### config.mk
export PLATFORM = sky130hd
export DESIGN_NAME = mem_arbiter
export DESIGN_NICKNAME = d
export VERILOG_FILES = /design/src/rtl/mem_arbiter.sv
export SDC_FILE = /design/constraint.sdc
export NUM_CORES = 1
export LEC_CHECK = 0
export BUFFER_PORTS_ARGS = -buffer_cell sky130_fd_sc_hd__buf_2
export CAP_MARGIN = 20
export CORE_AREA = 2 2 285 287
export DETAILED_ROUTE_END_ITERATION = 8
export DIE_AREA = 0 0 287 289
export GPL_TIMING_DRIVEN = 0
export PLACE_DENSITY_LB_ADDON = 0.25
export SKIP_CTS_REPAIR_TIMING = 1
export SLEW_MARGIN = 40
export SYNTH_ARGS = -nofsm -noshare
export SYNTH_HDL_FRONTEND = slang
export SYNTH_SLANG_ARGS = --single-unit
export TNS_END_PERCENT = 10
### constraint.sdc
create_clock -name clk -period 1.7 [get_ports clk]
set_input_delay 0.255 -clock clk [delete_from_list [all_inputs] [get_ports clk]]
set_output_delay 0.255 -clock clk [all_outputs]
set_load 0.02 [all_outputs]
### src/rtl/mem_arbiter.sv
// mem_arbiter: shares one memory port between icache and dcache, dcache-first with
// a bounded dcache streak so instruction fetch cannot starve.
module mem_arbiter #(
    parameter int ADDR_WIDTH   = 28,
    parameter int DATA_WIDTH   = 128,
    parameter int STARVE_LIMIT = 4
) (
    input  logic                  clk,
    input  logic                  reset,
    input  logic                  ic_req_valid,
    input  logic [ADDR_WIDTH-1:0] ic_req_addr,
    output logic                  ic_req_ready,
    output logic                  ic_resp_valid,
    output logic [DATA_WIDTH-1:0] ic_resp_data,
    input  logic                  dc_req_valid,
    input  logic                  dc_req_rnw,
    input  logic [ADDR_WIDTH-1:0] dc_req_addr,
    input  logic [DATA_WIDTH-1:0] dc_req_wdata,
    output logic                  dc_req_ready,
    output logic                  dc_resp_valid,
    output logic [DATA_WIDTH-1:0] dc_resp_data,
    output logic                  mem_req_valid,
    output logic                  mem_req_rnw,
    output logic [ADDR_WIDTH-1:0] mem_req_addr,
    output logic [DATA_WIDTH-1:0] mem_req_data,
    input  logic                  mem_req_ready,
    input  logic                  mem_resp_valid,
    input  logic [DATA_WIDTH-1:0] mem_resp_data,
    output logic                  busy
);
    localparam int SW = $clog2(STARVE_LIMIT + 1);

    typedef enum logic [1:0] {IDLE, ISSUE, WAIT} state_t;

    state_t                r_state, w_next;
    logic                  r_owner_dc, r_rnw, r_ic_rv, r_dc_rv;
    logic [ADDR_WIDTH-1:0] r_addr;
    logic [DATA_WIDTH-1:0] r_data, r_ic_data, r_dc_data;
    logic [SW-1:0]         r_streak;
    logic                  w_idle, w_starved, w_grant_dc, w_grant_ic, w_accept, w_resp;

    assign w_idle     = (r_state == IDLE) && !reset;
    assign w_starved  = r_streak == SW'(STARVE_LIMIT);
    assign w_grant_dc = dc_req_valid && !(ic_req_valid && w_starved);
    assign w_grant_ic = ic_req_valid && !w_grant_dc;
    assign w_accept   = w_idle && (ic_req_valid || dc_req_valid);
    assign w_resp     = (r_state == WAIT) && mem_resp_valid;

    always_ff @(posedge clk) begin
        if (reset) r_state <= IDLE;
        else       r_state <= w_next;
    end

    always_comb begin
        w_next = r_state;
        unique case (r_state)
            IDLE:    w_next = w_accept ? ISSUE : IDLE;
            ISSUE:   w_next = mem_req_ready ? (r_rnw ? WAIT : IDLE) : ISSUE;
            WAIT:    w_next = mem_resp_valid ? IDLE : WAIT;
            default: w_next = IDLE;
        endcase
    end

    always_comb begin
        ic_req_ready  = w_idle && w_grant_ic;
        dc_req_ready  = w_idle && w_grant_dc;
        mem_req_valid = r_state == ISSUE;
        busy          = r_state != IDLE;
        mem_req_rnw   = r_rnw;
        mem_req_addr  = r_addr;
        mem_req_data  = r_data;
        ic_resp_valid = r_ic_rv;
        ic_resp_data  = r_ic_data;
        dc_resp_valid = r_dc_rv;
        dc_resp_data  = r_dc_data;
    end

    always_ff @(posedge clk) begin
        if (reset) begin
            r_owner_dc <= 1'b0;
            r_rnw      <= 1'b0;
            r_addr     <= '0;
            r_data     <= '0;
            r_streak   <= '0;
            r_ic_rv    <= 1'b0;
            r_dc_rv    <= 1'b0;
            r_ic_data  <= '0;
            r_dc_data  <= '0;
        end else begin
            r_ic_rv <= w_resp && !r_owner_dc;
            r_dc_rv <= w_resp && r_owner_dc;
            if (w_accept) begin
                r_owner_dc <= w_grant_dc;
                r_rnw      <= w_grant_dc ? dc_req_rnw : 1'b1;
                r_addr     <= w_grant_dc ? dc_req_addr : ic_req_addr;
                r_data     <= w_grant_dc ? dc_req_wdata : '0;
                // streak counts only dcache wins that made a waiting icache lose
                r_streak   <= (w_grant_dc && ic_req_valid) ? (w_starved ? r_streak : r_streak + 1'b1) : '0;
            end
            if (w_resp && !r_owner_dc) r_ic_data <= mem_resp_data;
            if (w_resp && r_owner_dc)  r_dc_data <= mem_resp_data;
        end
    end
endmodule
==> results <==
- The flow ran to the end, but the final reports show violations.
- The final reports fail on negative setup slack.
- The initial utilization of the core area, before any placement, comes to 0.177.
- The total number of placement rows is 104.
- At the worst endpoint, the required time is 1.44 ns.
- The number of global-route vias before repair was 13994.
- For this run, design rule violations remaining after detail routing come to 0.
- The width of the chip is 287 um.
- The first global-routing pass estimated 99300 um of wire.
- Based on the critical path, the design can be clocked at up to 0.441 GHz.
- The cell chosen for the clock root is clkbuf_16.
- The maximum fanout count along the critical path is 9.
- Dividing the final minimum period by the clock period gives 1.33.
- The core area is 79900 um2.
- The data arrival time of the worst path is 2.01 ns.
- The critical path goes through buf_6, or4b_4, nor2_4, buf_6, buf_6.
- The worst register-to-register path has a depth of 6.
- The critical register-to-register path startpoint is r_state[1].
- The worst register-to-register path ends at ic_resp_data[110].
- The total wirelength of the detailed-routed design is 75300 um.
- The initial antenna violation count came to 6.
- The path class of the tightest hold or removal check is in -> reg.
- Summing every instance area after synthesis gives 14200 um2.
- In the final routed layout, each cell accounts on average for 20.1 um.
- In the routed layout, each cell is associated on average with a via count of 4.09.
- Before CTS, the worst setup slack after placement is -0.779 ns.
- The dominant delay contributor by cell family on the critical path is simple AND/OR/NAND/NOR gates.
- In this run, distinct cell masters in the synthesized netlist total 33.
- The total global-route track usage is 0.164.
- The post-synthesis sequential area ratio is 0.596.
- The count of endpoints failing hold in the final timing report was 0.
- The relative slew slack is 0.501.
- Setup violations remaining at the end of the flow were counted as 226.
- The final HPWL from detailed placement is 57500 um.
- The final core utilization is 0.305.
- Detailed routing inserted a total of 15338 vias.
- For this design the ratio of total power to cell area is 1000 nW/um2.
- Setup slack on the worst reg-to-reg path comes out at -0.40 ns.
- The actual transition at the worst max-transition pin is 0.749 ns.
- The number of placed I/O pins is 738.
- At the end of routability-driven placement, the weighted congestion stood at 0.845.
- The clock period minus final worst setup slack is 2.27 ns.
- The worst hold path begins at ic_req_valid.
- The cell type with the highest occurrence count on the critical path is buf_6.
- Setup repair after global routing could not meet its margin everywhere.
- The master of the slowest instance on the critical path is or4b_4.
- The number of standard cells after synthesis is 1543.
- The buffer levels on the longest clock path is 3.
- Before antenna repair, the detailed router went through 4 iterations.
- The violation count after the first detailed-route iteration is 602.
- The worst-case setup margin in the final layout is -0.566 ns.
- Across the routed clock network, the largest skew measured is 0.0283 ns.
- The worst setup path is launched from a flop.
- The worst path buffer plus inverter count is 3.
- After clock tree synthesis, the clock-pin slew on the worst setup and hold paths is 0.06 ns.
- The net count reported at finish is 2967.
- Summed over all layers, the global routing overflow is 0.
- Once detail routing completed, the nets flagged for antenna violations numbered 0.
- Summed over all cells, the static leakage comes to 10.8 nW.
- The clock insertion delay at the later pin of the skew report is 0.61 ns.
- The die covers 82900 um2.
- The average instance area after synthesis is 9.17 um2.
- The path with the worst hold slack has its endpoint at r_streak[0].
- The worst supply voltage drop on vdd is 0.000675 V.
- The clock tree from TritonCTS is yes.
- In this run the vertical extent of the chip is 289 um.
- The tightest hold path in the finished design has a slack of 0.0108 ns.
- The number of pins exceeding their max-slew limit in the final report is 0.
- The H-tree was split into 2 levels.
- The number of maximum-capacitance violations is 0.
- The TritonCTS sink count is 421.
- From synthesis to final layout, the design area changed by 72.1%.
- After synthesis the netlist holds a flip-flop and latch count of 421.
- The ratio of cells with drive above 1 in the final layout is 0.356.
- The number of input and output port buffers inserted is 736.
- The net count after synthesis is 1864.
- The setup path with the least slack is of type reg -> out.
- The number of synthesis warnings is 0.
- The maximum cell stage delay along the critical path is 0.56 ns.
- The worst hold path depth is 3.
- The pin count of the biggest net entering global routing is 14.
- Clock tree synthesis inserted a total of 50 buffers.
- The type of element capturing the critical path is an output pin.
worst reg2reg max path: cells and delay by family (launching register included):
family / cells / cell delay, ns
buf+inv: 3 / 1.21
flops: 1 / 0.37
simple gates: 2 / 0.30
compound gates: 1 / 0.16
worst max-delay path by stage:
stage | start | endpoint | slack (ns) | cells after the start
CTS | r_state[1] | ic_req_ready | -1.25 | 5
global placement | r_state[1] | ic_resp_data[90] | -0.97 | 5
floorplan | r_state[0] | mem_req_addr[18] | -0.007 | 6
finish | r_state[0] | dc_req_ready | -0.57 | 5
global route | r_state[0] | dc_req_ready | -0.64 | 5
detailed placement | r_state[0] | ic_resp_data[9] | -0.78 | 6
kinds of logic (layout without fill, tap and decap cells):
logic type      count (synthesis)  after routing  share of synthesized area
buf+inv                       131           1273                     0.0434
compound gates                425            425                      0.195
simple gates                  564            564                      0.164
flops                         421            421                      0.596
other cells                     0              4                          0
fa+ha+maj                       2              2                    0.00177
Yosys cell counts:
| cell type | instances | area, um2 |
|---|---|---|
| o21ai_0 | 4 | 20.0 |
| buf_1 | 6 | 22.5 |
| nor3b_2 | 2 | 25.0 |
| and4b_1 | 1 | 10.0 |
| nand4bb_1 | 1 | 11.3 |
| dfxtp_1 | 421 | 8430 |
| nand4b_1 | 2 | 17.5 |
| inv_1 | 4 | 15.0 |
| clkbuf_1 | 72 | 270 |
| buf_4 | 12 | 90.1 |
| nor4b_2 | 1 | 15.0 |
| a221o_1 | 28 | 280 |
| o221a_2 | 1 | 11.3 |
| nand2_1 | 512 | 1920 |
| buf_2 | 32 | 160 |
| nor2_4 | 1 | 11.3 |
| nor2_2 | 1 | 6.26 |
| a2111oi_0 | 1 | 8.76 |
| ha_1 | 2 | 25.0 |
| buf_6 | 5 | 56.3 |
| or4b_4 | 1 | 13.8 |
| a31oi_1 | 2 | 12.5 |
| a21oi_1 | 260 | 1300 |
| nor3b_1 | 27 | 203 |
| and3_1 | 1 | 6.26 |
| nor2_1 | 6 | 22.5 |
| nand4_1 | 3 | 18.8 |
| and4bb_2 | 1 | 12.5 |
| nand3b_1 | 1 | 7.51 |
| nor2b_1 | 2 | 12.5 |
| or2_2 | 1 | 6.26 |
| a22o_1 | 128 | 1120 |
| a21boi_1 | 1 | 7.51 |
flip-flops by register name (all words and copies together) (netlist names):
signal and cells:
mem_req_rnw 1, r_state 2, dc_resp_data 128, dc_resp_valid 1, ic_resp_data 128, r_streak 3, mem_req_addr 28, r_owner_dc 1
ic_resp_valid 1, mem_req_data 128
cells in the final DEF (no fill, tap or decap), types with 5 or more instances in the layout:
master / instances
clkbuf_2: 11
buf_12: 5
clkbuf_4: 22
nand2_1: 512
clkbuf_8: 11
clkinv_2: 8
bufinv_16: 5
clkbuf_1: 53
dlygate4sd3_1: 288
a221o_1: 28
nor2_1: 6
a21oi_1: 259
nor3b_1: 16
nor3b_2: 13
dfxtp_1: 418
a22o_1: 128
buf_6: 11
buf_4: 41
clkbuf_16: 52
buf_2: 749
area by class of cell:
cell class | count | area [um2]
Antenna cell | 4 | 10.0
Buffer | 127 | 816
Clock buffer | 70 | 1460
Clock inverter | 21 | 268
Fill cell | 8596 | 55500
Inverter | 4 | 18.8
Multi-Input combinational cell | 991 | 5210
Sequential cell | 421 | 8430
Tap cell | 1060 | 1330
Timing Repair Buffer | 1051 | 6810
stage by stage:
step | instances | TNS, ns | power, mW | cell area [um2]
floorplan | 1543 | -0.0657 | 11.4 | 14200
detailed placement | 3339 | -192.64 | 12.6 | 19200
global placement | 3339 | -252.93 | 12.6 | 19200
CTS | 3430 | -188.13 | 24.1 | 20900
global route | 3748 | -54.92 | 25.3 | 24300
finish | 3749 | -28.90 | 24.4 | 24400
power breakdown:
group          total (mW)  internal, mW  switching, mW
logic                2.71          1.27           1.43
registers            10.3          10.1          0.160
clock network        11.4          6.76           4.65
per-layer routing:
layer | part of all wire | track usage | wire [um] | vias to the layer above
li1 | - | - | - | 7486
met1 | 0.37 | 0.168 | 27900 | 7147
met2 | 0.51 | 0.305 | 38300 | 596
met3 | 0.081 | 0.0602 | 6090 | 109
met4 | 0.039 | 0.0592 | 2970 | 0
met5 | 0 | 0 | 0 | -
(Power assumes the default switching activity.)
